===== src/rtl/out_port_capture_fifo.sv =====
// Captures the byte a CPU writes on one output port at the end of each write strobe and
// queues it for a valid/ready consumer. Define CAPTURE_TIMESTAMP_EN to tag entries with a cycle stamp.
module out_port_capture_fifo #(
  parameter int DATA_WIDTH = 8,
  parameter int DEPTH      = 8,
  parameter int TS_WIDTH   = 16
) (
  input  logic                     clk,
  input  logic                     reset,
  input  logic                     port_strobe,
  input  logic [DATA_WIDTH-1:0]    port_data,
  output logic [DATA_WIDTH-1:0]    m_data,
  output logic                     m_valid,
  input  logic                     m_ready,
  output logic [$clog2(DEPTH):0]   level,
  output logic                     overflow,
  input  logic                     clear_overflow
`ifdef CAPTURE_TIMESTAMP_EN
  ,
  output logic [TS_WIDTH-1:0]      m_timestamp
`endif
);

  localparam int PTR_W = $clog2(DEPTH);
  localparam logic [PTR_W:0] DEPTH_L = (PTR_W + 1)'(DEPTH);

  logic                  strobe_q;
  logic                  strobe_armed;
  logic [DATA_WIDTH-1:0] data_q;
  logic [DATA_WIDTH-1:0] mem [DEPTH];
  logic [PTR_W-1:0]      rd_ptr;
  logic [PTR_W-1:0]      wr_ptr;
  logic [PTR_W:0]        count;

  logic full;
  logic push;
  logic pop;
  logic wr_en;
  logic drop;

  // NOTE: every signal driven here gets a value before any condition, so no latch is inferred.
  always_comb begin
    full    = 1'b0;
    m_valid = 1'b0;
    push    = 1'b0;
    pop     = 1'b0;
    wr_en   = 1'b0;
    drop    = 1'b0;

    full    = (count == DEPTH_L);
    m_valid = (count != '0);
    // A strobe that was already high when reset released never counts as a write.
    push    = strobe_q && !port_strobe && strobe_armed;
    pop     = m_valid && m_ready;
    wr_en   = push && (!full || pop);
    drop    = push && full && !pop;
  end

  // NOTE: sequential state uses non-blocking assignments so every register samples pre-edge values.
  always_ff @(posedge clk or negedge reset) begin
    if (!reset) begin
      strobe_q     <= 1'b0;
      strobe_armed <= 1'b0;
      data_q       <= '0;
    end else begin
      strobe_q <= port_strobe;
      if (!port_strobe) strobe_armed <= 1'b1;
      if (port_strobe)  data_q       <= port_data;
    end
  end

  always_ff @(posedge clk or negedge reset) begin
    if (!reset) begin
      rd_ptr <= '0;
      wr_ptr <= '0;
      count  <= '0;
    end else begin
      if (wr_en) wr_ptr <= wr_ptr + 1'b1;
      if (pop)   rd_ptr <= rd_ptr + 1'b1;
      case ({wr_en, pop})
        2'b10:   count <= count + 1'b1;
        2'b01:   count <= count - 1'b1;
        default: count <= count;
      endcase
    end
  end

  // NOTE: storage is reset so the combinational head output reads 0 out of reset; DEPTH is small.
  always_ff @(posedge clk or negedge reset) begin
    if (!reset) begin
      for (int i = 0; i < DEPTH; i++) mem[i] <= '0;
    end else if (wr_en) begin
      mem[wr_ptr] <= data_q;
    end
  end

  always_ff @(posedge clk or negedge reset) begin
    if (!reset)              overflow <= 1'b0;
    else if (drop)           overflow <= 1'b1;
    else if (clear_overflow) overflow <= 1'b0;
  end

  assign m_data = mem[rd_ptr];
  assign level  = count;

`ifdef CAPTURE_TIMESTAMP_EN
  logic [TS_WIDTH-1:0] ts_cnt;
  logic [TS_WIDTH-1:0] ts_mem [DEPTH];

  always_ff @(posedge clk or negedge reset) begin
    if (!reset) ts_cnt <= '0;
    else        ts_cnt <= ts_cnt + 1'b1;
  end

  always_ff @(posedge clk or negedge reset) begin
    if (!reset) begin
      for (int i = 0; i < DEPTH; i++) ts_mem[i] <= '0;
    end else if (wr_en) begin
      ts_mem[wr_ptr] <= ts_cnt;
    end
  end

  assign m_timestamp = ts_mem[rd_ptr];
`endif

endmodule

===== config.mk =====
export PLATFORM = sky130hd
export DESIGN_NAME = out_port_capture_fifo
export DESIGN_NICKNAME = d
export VERILOG_FILES = /design/src/rtl/out_port_capture_fifo.sv
export SDC_FILE = /design/constraint.sdc
export NUM_CORES = 1
export LEC_CHECK = 0
export ABC_AREA = 1
export BUFFER_PORTS_ARGS = -buffer_cell sky130_fd_sc_hd__buf_2
export CORE_ASPECT_RATIO = 0.6
export CORE_MARGIN = 5
export CORE_UTILIZATION = 55
export DETAILED_ROUTE_END_ITERATION = 10
export GPL_ROUTABILITY_DRIVEN = 0
export MAX_ROUTING_LAYER = met4
export PLACE_DENSITY = 0.77
export SKIP_LAST_GASP = 1
export SYNTH_ARGS = -nofsm -noshare
export SYNTH_HDL_FRONTEND = slang
export SYNTH_SLANG_ARGS = --single-unit

===== constraint.sdc =====
create_clock -name clk -period 4.8 [get_ports clk]
set_input_delay 0.48 -clock clk [delete_from_list [all_inputs] [get_ports clk]]
set_output_delay 0.48 -clock clk [all_outputs]
set_load 0.03 [all_outputs]

Word-level counts from Yosys, hierarchy flattened
Cells that the tools add are included.
{ "word_totals": {"romBits": 0, "ramBits": 0, "wordCells": 50, "input_bits": 13, "out_inout_bits": 14, "mem_count": 0, "reg_bits": 85, "latch_bits": 0} }
{ "classes": {"add_sub_neg": 4, "mux": 9, "n_reduce_logical": 14, "n_bitwise": 2, "n_div": 0, "n_mul": 0, "shift": 0, "magnitude_cmp": 3, "n_eq_ne": 3} }
{ "ops": {"columns": ["op", "count"], "rows": [
  ["64-bit bitwise mux", 1],
  ["8-bit binary-select mux with 3-bit select", 1],
  ["8-bit demux with 3-bit select", 1],
  ["8-bit 2-to-1 mux", 3],
  ["4-bit greater-or-equal comparator (second input constant)", 2],
  ["3-bit inverter with 4-bit output", 2],
  ["4-bit case mux with 2 select lines", 1],
  ["1-bit logical AND", 7],
  ["3-bit by 1-bit adder with 3-bit output (second input constant)", 2],
  ["4-bit by 1-bit adder with 4-bit output (second input constant)", 1],
  ["4-bit == test (second input constant)", 1],
  ["4-bit by 1-bit less-than comparator with 1-bit output (second input constant)", 1],
  ["2-bit nonzero test", 2],
  ["4-bit nonzero test", 1],
  ["4-bit by 1-bit subtractor with 4-bit output (second input constant)", 1],
  ["1-bit logical NOT", 3],
  ["2-bit by 1-bit == test with 1-bit output (second input constant)", 1],
  ["2-bit == test (second input constant)", 1],
  ["1-bit 2-to-1 mux", 2],
  ["1-bit logical OR", 1]
]} }

Logic depth before layout (Yosys ltp)
Gate-level depths: netlist of the first run.
{ "depth": {"depth_word": 6, "mapped_depth": 13, "mapped_depth_nobuf": 13} }

Worst setup path after synthesis of the first run
OpenSTA, ideal clock, no wires.
{ "synth_timing": {"kind": "register to register", "startpoint": "register count[1] (netlist: level[1])", "endpoint": "register count[2] (netlist: level[2])", "required_time_ns": 4.671, "synth_period_minus_slack_ns": 2.234, "setup_ns": 0.129, "stages_incl_launch_ff": 12, "path_slack_ns": 2.566, "arrival_ns": 2.105, "n_path_buf": 0, "path_cell_list": "dfrtp_1 > nor2_2 > nand2_1 > nand2_1 > inv_1 > ha_1 > nor2_1 > nor2_1 > ha_1 > a21oi_1 > xor2_1 > o21ai_0"} }
{ "synth_via": {"elab_chain_len": 6, "elab_cells_between_ends": 12, "cone_classes": "2 x add/sub; 3 x eq/ne; 1 x mux; 6 x reduce/logical"} }
{ "synth_rtl": {"columns": ["item", "line", "rtl"], "rows": [
  ["start, declared", "33", "logic [PTR_W:0] count;"],
  ["start signal, assigned", "81", "2'b10: count <= count + 1'b1;"],
  ["start signal, assigned", "82", "2'b01: count <= count - 1'b1;"],
  ["start signal, assigned", "83", "default: count <= count;"],
  ["4-bit nonzero test *", "51", "m_valid = (count != '0);"],
  ["named net m_valid", "13", "output logic m_valid,"],
  ["1-bit logical AND *", "54", "pop = m_valid && m_ready;"],
  ["named net pop", "37", "logic pop;"],
  ["1-bit logical OR", "55", "wr_en = push && (!full || pop);"],
  ["1-bit logical AND", "55", null],
  ["2-bit by 1-bit == test with 1-bit output or 2-bit == test (tied branches)", "80", "case ({wr_en, pop})"],
  ["4-bit case mux with 2 select lines or 2-bit nonzero test (tied branches)", null, null]
]} }
The timed path passes the listed nets; every way through them passes the cells marked *.
A chain may end at the register's enable or synchronous reset.

Worst setup path in the final report of the first run
{ "layout_timing": {"startpoint": "register rd_ptr[1]", "endpoint": "output m_data[2]"} }
{ "layout_via": {"elab_chain_len": 4} }
{ "layout_rtl": {"columns": ["item", "line", "rtl"], "rows": [
  ["start, declared", "31", "logic [PTR_W-1:0] rd_ptr;"],
  ["start signal, assigned", "79", "if (pop) rd_ptr <= rd_ptr + 1'b1;"],
  ["3-bit inverter with 4-bit output (implied by the code)", "103", "assign m_data = mem[rd_ptr];"],
  ["8-bit binary-select mux with 3-bit select", "103", null],
  ["8-bit 2-to-1 mux (implied by the code) (2 in series)", "103", null],
  ["end, declared", "12", "output logic [DATA_WIDTH-1:0] m_data,"]
]} }
Every way passes these cells. The select of a mux whose other input is x is not followed.

==> results.ini, run 1 <==
[run_status]
outcome=completed

[timing]
period_needed_ps=2640
fin_skew_ps=6.89
slew_violations=0
finalSetupViolCount=0
max-slew-margin-rel_pct=30.2
max_slew.worst_pin.slew_ps=1050
hold_viol=0
rsz0062_at_grt=false
timing.setup.tns_ps=0
max_freq_ghz=0.379
final.period_utilization_pct=55.0

[floorplan]
pin_count=27
die_y_um=76.3
dieArea_um2=9200
start_util_pct=55.9
die_w_um=121
rows=24
coreArea_um2=7210

[final_layout]
postLayoutCoreUtil_pct=60.7
seq_area_um2=2130
n_antenna_cell=0
nFillCells=627
final_nets=498
fin_area_um2=4370
drive_above_1_share_pct=14.5
multi_input_area_um2=1650
areaGrowthSynthToFinish_pct=8.54

[setup_path]
cp-start-kind=flop
setup.worst_path.class=flop to primary output
slowest_stage=dfrtp_1
endpoint_kind=primary output
worstPathArrival_ps=2160
cp_cell_sequence=o21ai_0, o21ai_0, nand2_1, nand2_1, buf_2
critPathMaxFanout=34
cp.required_ps=4320
critPathMaxStageDelay_ps=1030

[clocking]
clock_sinks=85
post-cts-setup-buffers=0
cts_root_buffer=clkbuf_16
numCtsBuffers=9
htreeDepth=3
insertion_delay_ps=340
cts_buffer_depth=2
cts_tree=yes
cts_resized=0
cts.clk_slew.worst_paths_ps=60
cts_hold_buffers=0

[route]
dr.pass1.iters=6
ant_nets=0
routed_wl_mm=9.06
vias=3185
vias_per_cell=5.54
drtIter0Drc=374
routedWlPerCell_um=15.8
drc_errors=0

[yosys]
syn_nets=481
synth_cell_type_count=27
synth_compound_gate_area_share_pct=16.9
seq_area_frac_synth_pct=52.8
synth_top_family_by_area=simple AND/OR/NAND/NOR gates
ys_seq_elements=85
synth_common_cells=nand2_1 (120), dfrtp_1 (85), o21ai_0 (64), nor2_1 (59), o21ai_1 (45)
synth_largest_area_cell=dfrtp_1
synthArstFlopShare_pct=100
synthCells=463
ys.flop_type=dfrtp_1
synthSimpleGateAreaFrac_pct=21.0
synth_edf_count=0
synth.mux.area_fraction_pct=0
yosys.area_share.adder_pct=1.55
yosysMostFrequentCell=nand2_1
avgSynthCellArea_um2=8.70
yosysWarningCount=0
synth_top_area_share_pct=52.8
synth_xor_area_share_pct=1.52
ys_top_cells_by_area=dfrtp_1 (53%), nand2_1 (11%), o21ai_0 (7.9%)
syn-cell-area_um2=4030

[placed_design]
dpl.hpwl_mm=5.95
port_buffers=26
placedInstanceArea_um2=4110

[power_and_ir_drop]
vdd_drop_max_mv=0.393
powerDensity_nw_per_um2=717
leakagePower_nw=2.15

[grt]
grt_pass1_wl_mm=15.4
antenna_found_initial=0
grt-ovfl-total=0
first_global_vias=2984
grt_max_degree=86
grt_usage_pct=22.2

[job]
drv_cap=0

[worst_hold_path]
hold_class=input port to asynchronous set/reset pin

layer usage:
layer,vias to the layer above,routed length [um],track usage (%)
met1,1537,4350,31.5
met5,-,0,-
met3,11,584,6.45
met2,103,4020,31.6
li1,1534,-,-
met4,0,108,5.54
logic make-up (layout without fill, tap and decap cells):
kind of cell / count (synthesis) / count (layout)
AOI/OAI and AO/OA: 125 / 125
and+or+nand+nor: 198 / 198
adders and majority gates: 5 / 5
xor gates and xnor gates: 7 / 7
DFF: 85 / 85
buffers and inverters: 43 / 64
power by group:
part / total [mW] / switching [mW] / leakage [nW] / internal, mW
Combinational: 1.26 / 0.828 / 0.955 / 0.434
Clock: 0.619 / 0.270 / 0.119 / 0.349
Sequential: 1.26 / 0.252 / 1.08 / 1.00
layout make-up:
| class | count | area share, % |
|---|---|---|
| clock inverter | 3 | 0.543 |
| tap | 91 | 2.60 |
| clock buffer | 12 | 5.41 |
| timing repair buffer | 27 | 3.20 |
| sequential | 85 | 48.6 |
| inverter | 22 | 1.89 |
| multi-input combinational | 335 | 37.7 |
cells in the final DEF, fill, tap and decap left out:
cell type	count
ha_1	5
clkinv_4	1
nor2_2	2
clkbuf_16	9
clkbuf_1	3
a21oi_1	1
nand4_1	1
xor2_1	5
o21ai_2	15
nand2_2	3
o21ai_0	64
clkinv_1	1
nand3_2	1
buf_2	25
nand2_4	7
buf_4	2
nor2_1	59
nand2_1	120
nand3_1	3
nor2_4	1
clkinvlp_4	2
dfrtp_1	85
inv_1	20
inv_2	1
nand2_8	1
o21ai_1	45
xnor2_1	2
stage by stage:
| step | power (mW) | cells | hold slack (ps) | worst slack, ps |
|---|---|---|---|---|
| after global placement | 2.46 | 560 | 437 | 2650 |
| after detailed placement | 2.51 | 560 | 443 | 2580 |
| final | 3.14 | 575 | 329 | 2160 |
| after CTS | 3.15 | 575 | 341 | 2200 |
| after floorplan | 2.18 | 463 | 184 | 2570 |
| after global routing | 3.39 | 575 | 347 | 1970 |
registers in the layout (all words and copies together), names as in the netlist:
name	cells
data_q	8
level	4
mem	64
overflow	1
rd_ptr	3
strobe_armed	1
strobe_q	1
wr_ptr	3
path summary, 6_finish.rpt:
kind / cells past startpoint / start / slack (ps) / end
max: 5 / rd_ptr[1] / 2160 / m_data[2]
min: 1 / reset / 330 / mem[40]
max reg2reg: 11 / level[1] / 2690 / level[2]
min reg2reg: 2 / strobe_armed / 450 / strobe_armed
max in group asynchronous: 1 / reset / 3810 / overflow
min in group clk: 3 / port_data[2] / 350 / data_q[2]
critical path: cells and delay by family (launching register included):
family | cells | cell delay [ps]
and+or+nand+nor | 2 | 150
buffers and inverters | 1 | 190
AOI/OAI and AO/OA | 2 | 440
DFF | 1 | 1030
No activity file was read; power rests on OpenSTA's default activity.
==> inputs of run 2 (changes only) <==
--- a/config.mk
+++ b/config.mk
@@ -9,11 +9,11 @@
 export BUFFER_PORTS_ARGS = -buffer_cell sky130_fd_sc_hd__buf_2
 export CORE_ASPECT_RATIO = 0.6
 export CORE_MARGIN = 5
-export CORE_UTILIZATION = 55
+export CORE_UTILIZATION = 54
 export DETAILED_ROUTE_END_ITERATION = 10
 export GPL_ROUTABILITY_DRIVEN = 0
 export MAX_ROUTING_LAYER = met4
-export PLACE_DENSITY = 0.77
+export PLACE_DENSITY = 0.78
 export SKIP_LAST_GASP = 1
 export SYNTH_ARGS = -nofsm -noshare
 export SYNTH_HDL_FRONTEND = slang
==> constraint.sdc (replaced) <==
create_clock -name clk -period 2.3 [get_ports clk]
set_input_delay 0.23 -clock clk [delete_from_list [all_inputs] [get_ports clk]]
set_output_delay 0.23 -clock clk [all_outputs]
set_load 0.03 [all_outputs]
==> run 2 against run 1 <==
Effect of this change:
- clock power grew 150%
- die area up 1.7%
- final cell count increased by 3.8%
- critical endpoint is now m_data[5]
==> results.ini, run 2 (synthesis gave the netlist of run 1 again) <==
[timing]
rsz0062_at_grt=false
worst_hold_slack_ps=89.0  ; -240 ps
max_slew.worst_pin.slew_ps=552  ; -495 ps
setup_slack_ps=231  ; -1930 ps
final.period_utilization_pct=90.0
timing.setup.tns_ps=0  ; unchanged
period_needed_ps=2070
fin_skew_ps=5.57  ; -1.32 ps
finalSetupViolCount=0  ; unchanged
hold_viol=0  ; unchanged
max_freq_ghz=0.483
slew_violations=0  ; unchanged
max-slew-margin-rel_pct=63.1  ; +33 points

[final_layout]
areaGrowthSynthToFinish_pct=12.2
fin_area_um2=4520  ; +3.4%
drive_above_1_share_pct=16.0  ; +1.6 points
final_cell_mix=nand2_1 (120), dfrtp_1 (85), o21ai_0 (64)
final_nets=506  ; +1.6%
nFillCells=637  ; +1.6%
n_antenna_cell=0  ; unchanged
final_common_cell=nand2_1
largest_reg_flops=64  ; unchanged
top_register=mem

[floorplan]
coreArea_um2=7270  ; +0.83%
pin_count=27  ; unchanged
die_y_um=76.9  ; +0.80%
rows=24  ; unchanged
dieArea_um2=9350  ; +1.7%
die_w_um=122  ; +0.85%
start_util_pct=55.5  ; -0.46 points

[placed_design]
dpl.hpwl_mm=5.76  ; -3.2%
port_buffers=26  ; unchanged
pre_cts_slack_ps=268  ; -2310 ps
placedInstanceArea_um2=4200  ; +2.0%

[setup_path]
critPathBufInv=3  ; +2
critPathMaxFanout=33  ; -2.9%
cp_cell_sequence=inv_1, buf_4, nor2_1, o21ai_0, nand2_1, nand2_1, buf_2
cp.required_ps=2070  ; -2250 ps
crit_path_start=rd_ptr[0]
r2r.worst_path.cells=11  ; unchanged
critPathMaxStageDelay_ps=390  ; -640 ps
cp-start-kind=flop
slowest_stage=dfrtp_1
r2r_start=level[1]
critical_path.top_delay_family=buffers and inverters
r2r_slack_ps=230  ; -2460 ps
cp_common_cell=nand2_1
reg2reg_to=level[2]
worstPathArrival_ps=1840  ; -320 ps
endpoint_kind=primary output
setup.worst_path.class=flop to primary output

[clocking]
cts_resized=0  ; unchanged
cts_tree=yes
clock_sinks=85  ; unchanged
cts.clk_slew.worst_paths_ps=60  ; about the same
cts_root_buffer=clkbuf_16
cts_buffer_depth=2  ; unchanged
htreeDepth=3  ; unchanged
numCtsBuffers=9  ; unchanged
cts_hold_buffers=1  ; +1
post-cts-setup-buffers=0  ; unchanged
insertion_delay_ps=340  ; about the same

[grt]
use_met1_pct=30.0  ; -1.5 points
busiest_layer=met2
grt_pass1_wl_mm=15.7  ; +1.7%
grt-ovfl-total=0  ; unchanged
grt_max_degree=47  ; -45%
first_global_vias=3107  ; +4.1%
met3_usage_pct=7.43  ; +0.97 points
grt_util_met2_pct=32.8  ; +1.2 points
antenna_found_initial=0  ; unchanged
grt_usage_pct=22.3  ; +0.056 points

[power_and_ir_drop]
p_total_mw=6.89  ; +120%
pwr-share-clk_pct=22.3  ; +2.6 points
switching_share_pct=41.7  ; -1.3 points
leakagePower_nw=2.22  ; +3.4%
p_sw_mw=2.87  ; +110%
p_comb_share_pct=42.0  ; +1.8 points
powerDensity_nw_per_um2=1520  ; +110%
seqPwrFrac_pct=35.7  ; -4.3 points
vdd_drop_max_mv=0.722  ; +84%
p_int_mw=4.01  ; +120%

[route]
ant_nets=0  ; unchanged
routedWlPerCell_um=15.3  ; -2.7%
drtIter0Drc=336  ; -10%
vias_per_cell=5.28  ; -4.7%
routed_wl_mm=9.15  ; +1.0%
vias=3153  ; -1.0%
drc_errors=0  ; unchanged
dr.pass1.iters=5  ; -1

[worst_hold_path]
hold_path_end=data_q[0]
hold_class=input port to flop
worstHoldStart=port_data[0]
whs_path_depth=3

[job]
drv_cap=0  ; unchanged

[run_status]
outcome=completed

[run 2: worst max path at each step]
stage	endpoint	cells after the start
after floorplan	level[2]	11
after global placement	level[2]	11
after detailed placement	level[2]	11
after CTS	m_data[5]	7
after global routing	level[2]	12
final	m_data[5]	7
[run 2: cell type report]
| class | count | area (um^2) | share of cell area, % |
|---|---|---|---|
| tap | 104 | 130 | 2.88 |
| sequential | 85 | 2130 | 47.0 |
| clock inverter | 5 | 85.1 | 1.88 |
| multi-input combinational | 335 | 1650 | 36.5 |
| timing repair buffer | 35 | 215 | 4.76 |
| clock buffer | 11 | 233 | 5.15 |
| inverter | 22 | 82.6 | 1.83 |
[run 2: routing by layer]
metal	routed length, um	share of wire, %
met1	4220	46
met2	4270	47
met3	572	6.2
met4	87	0.95
met5	0	0
[run 2: tightest hold or removal path: stages]
cell and delay, ps:
buf_2 70, nand2_1 40, o21ai_0 60
[run 2: through the flow]
stage,cells,util [%]
finish,597,62.2
CTS,597,62.2
global placement,580,57.7
global route,597,62.2
detailed placement,580,57.7
floorplan,463,-
[run 2: power groups by stage]
stage	logic (mW)	registers, mW	clock network (mW)
finish	2.89	2.46	1.54
detailed placement	2.85	2.47	0
global route	3.25	2.54	1.64
global placement	2.77	2.44	0
floorplan	2.08	2.48	0
CTS	2.89	2.46	1.56
==> inputs of run 3 (changes only) <==
--- a/config.mk
+++ b/config.mk
@@ -9,11 +9,11 @@
 export BUFFER_PORTS_ARGS = -buffer_cell sky130_fd_sc_hd__buf_2
 export CORE_ASPECT_RATIO = 0.6
 export CORE_MARGIN = 5
-export CORE_UTILIZATION = 54
+export CORE_UTILIZATION = 55
 export DETAILED_ROUTE_END_ITERATION = 10
 export GPL_ROUTABILITY_DRIVEN = 0
 export MAX_ROUTING_LAYER = met4
-export PLACE_DENSITY = 0.78
+export PLACE_DENSITY = 0.77
 export SKIP_LAST_GASP = 1
 export SYNTH_ARGS = -nofsm -noshare
 export SYNTH_HDL_FRONTEND = slang
==> constraint.sdc (replaced) <==
create_clock -name clk -period 2.4 [get_ports clk]
set_input_delay 0.24 -clock clk [delete_from_list [all_inputs] [get_ports clk]]
set_output_delay 0.24 -clock clk [all_outputs]
set_load 0.03 [all_outputs]
==> run 3 against run 2 <==
Effect of this change:
- non-clock buffer count fell by 1
- critical path depth did not move
- design area fell by 0.53%
- worst setup slack improved by 66 ps
- sequential cell count did not move
- critical path type unchanged
- sequential share of layout area rose by 0.25 points
- largest cell class unchanged
==> results.ini, run 3 (synthesis gave the netlist of run 1 again) <==
[timing]
max-slew-margin-rel_pct=63.6  ; +0.48 points
max_slew.worst_pin.slew_ps=545  ; -7.17 ps
hold_viol=0  ; unchanged
period_needed_ps=2100
worst_hold_slack_ps=93.6  ; +4.63 ps
final.period_utilization_pct=87.6
fin_skew_ps=6.20  ; +0.636 ps
slew_violations=0  ; unchanged
timing.setup.tns_ps=0  ; unchanged
max_freq_ghz=0.475
rsz0062_at_grt=false
finalSetupViolCount=0  ; unchanged

[route]
ant_nets=0  ; unchanged
vias_per_cell=5.64  ; +6.8%
routedWlPerCell_um=15.8  ; +2.9%
routed_wl_mm=9.20  ; +0.49%
dr.pass1.iters=5  ; unchanged
drtIter0Drc=391  ; +16%
vias=3288  ; +4.3%
drc_errors=0  ; unchanged

[setup_path]
r2r_slack_ps=300  ; +70 ps
worstPathArrival_ps=1860  ; +20 ps
critPathMaxStageDelay_ps=510  ; +120 ps
setup.worst_path.class=flop to primary output
endpoint_kind=primary output
r2r_start=level[1]
reg2reg_to=level[2]
critical_path.top_delay_family=flip-flops
slowest_stage=dfrtp_1
cp_cell_sequence=inv_1, buf_4, o21ai_0, o21ai_0, nand2_1, nand2_1, buf_2
critPathMaxFanout=19  ; -42%
r2r.worst_path.cells=11  ; unchanged
cp-start-kind=flop
critPathBufInv=3  ; unchanged
cp.required_ps=2160  ; +90 ps

[clocking]
clock_sinks=85  ; unchanged
cts_resized=0  ; unchanged
cts_root_buffer=clkbuf_16
cts_tree=yes
post-cts-setup-buffers=0  ; unchanged
cts_buffer_depth=2  ; unchanged
htreeDepth=3  ; unchanged
numCtsBuffers=9  ; unchanged
insertion_delay_ps=340  ; about the same
cts.clk_slew.worst_paths_ps=60  ; about the same

[floorplan]
rows=24  ; unchanged
pin_count=27  ; unchanged
coreArea_um2=7210  ; -0.83%
start_util_pct=55.9  ; +0.46 points
dieArea_um2=9200  ; -1.6%
die_w_um=121  ; -0.84%
die_y_um=76.3  ; -0.79%

[final_layout]
drive_above_1_share_pct=16.3  ; +0.24 points
top_register=mem
final_common_cell=nand2_1
areaGrowthSynthToFinish_pct=11.6
largest_reg_flops=64  ; unchanged
final_nets=505  ; -0.20%
final_cell_mix=nand2_1 (120), dfrtp_1 (85), o21ai_0 (64)
n_antenna_cell=0  ; unchanged

[power_and_ir_drop]
p_sw_mw=2.79  ; -2.8%
leakagePower_nw=2.22  ; about the same
pwr-share-clk_pct=21.5  ; -0.8 points
seqPwrFrac_pct=36.8  ; +1.1 points
p_int_mw=3.76  ; -6.3%
p_comb_share_pct=41.8  ; -0.2 points
powerDensity_nw_per_um2=1460  ; -4.3%
vdd_drop_max_mv=0.752  ; +4.1%
switching_share_pct=42.6  ; +0.90 points

[worst_hold_path]
hold_class=input port to flop
whs_path_depth=2  ; -1
hold_path_end=overflow
worstHoldStart=clear_overflow

[grt]
grt_usage_pct=22.1  ; -0.20 points
first_global_vias=3212  ; +3.4%
antenna_found_initial=0  ; unchanged
grt_pass1_wl_mm=15.7  ; about the same
grt_max_degree=46  ; -2.1%
grt-ovfl-total=0  ; unchanged

[placed_design]
port_buffers=26  ; unchanged
dpl.hpwl_mm=5.95  ; +3.3%

[job]
drv_cap=0  ; unchanged

[run_status]
outcome=completed

==> run 3: worst max-delay path by stage <==
stage | from | to | slack [ps] | cells past startpoint
after global placement | level[1] | level[2] | 480 | 11
final | rd_ptr[0] | m_data[5] | 300 | 7
after floorplan | level[1] | level[2] | 170 | 11
after global routing | level[1] | level[2] | 120 | 11
after CTS | rd_ptr[0] | m_data[5] | 310 | 7
after detailed placement | level[1] | level[2] | 330 | 11
==> run 3: per-stage QoR <==
step | total power, mW | utilization [%] | worst slack, ps | instance area [um^2] | instances
after floorplan | 4.36 | - | 166 | 4030 | 463
after global placement | 5.01 | 58.1 | 483 | 4180 | 566
after detailed placement | 5.12 | 58.1 | 330 | 4180 | 566
after CTS | 6.56 | 62.4 | 305 | 4500 | 583
after global routing | 7.05 | 62.4 | 117 | 4500 | 583
final | 6.56 | 62.4 | 297 | 4500 | 583
==> run 3: per-layer routing <==
metal,global-route usage [%],vias to the layer above,routed length (um)
met1,30.6,1549,4100
met2,32.9,163,4220
met4,6.67,0,172
li1,-,1552,-
met3,4.82,24,708
met5,-,-,0
==> run 3: power by group through the flow <==
stage | Sequential, mW | Combinational, mW | Clock [mW]
3_3_place_gp | 2.38 | 2.63 | 0
4_1_cts | 2.40 | 2.73 | 1.43
3_5_place_dp | 2.41 | 2.71 | 0
6_report | 2.41 | 2.74 | 1.41
5_1_grt | 2.48 | 3.07 | 1.50
2_1_floorplan | 2.37 | 1.99 | 0
==> run 3: timing repair <==
| item | in CTS | in global routing |
|---|---|---|
| hold buffers | 1 | 0 |
| hold endpoints to repair | 40 | 0 |
| setup endpoints to repair | 0 | 0 |
==> run 3: area by class of cell <==
cell class | instances | area, um^2
timing repair buffer | 34 | 220
inverter | 22 | 82.6
sequential | 85 | 2130
clock buffer | 9 | 225
tap | 91 | 114
fill | 600 | 2710
multi-input combinational | 335 | 1650
clock inverter | 7 | 80.1
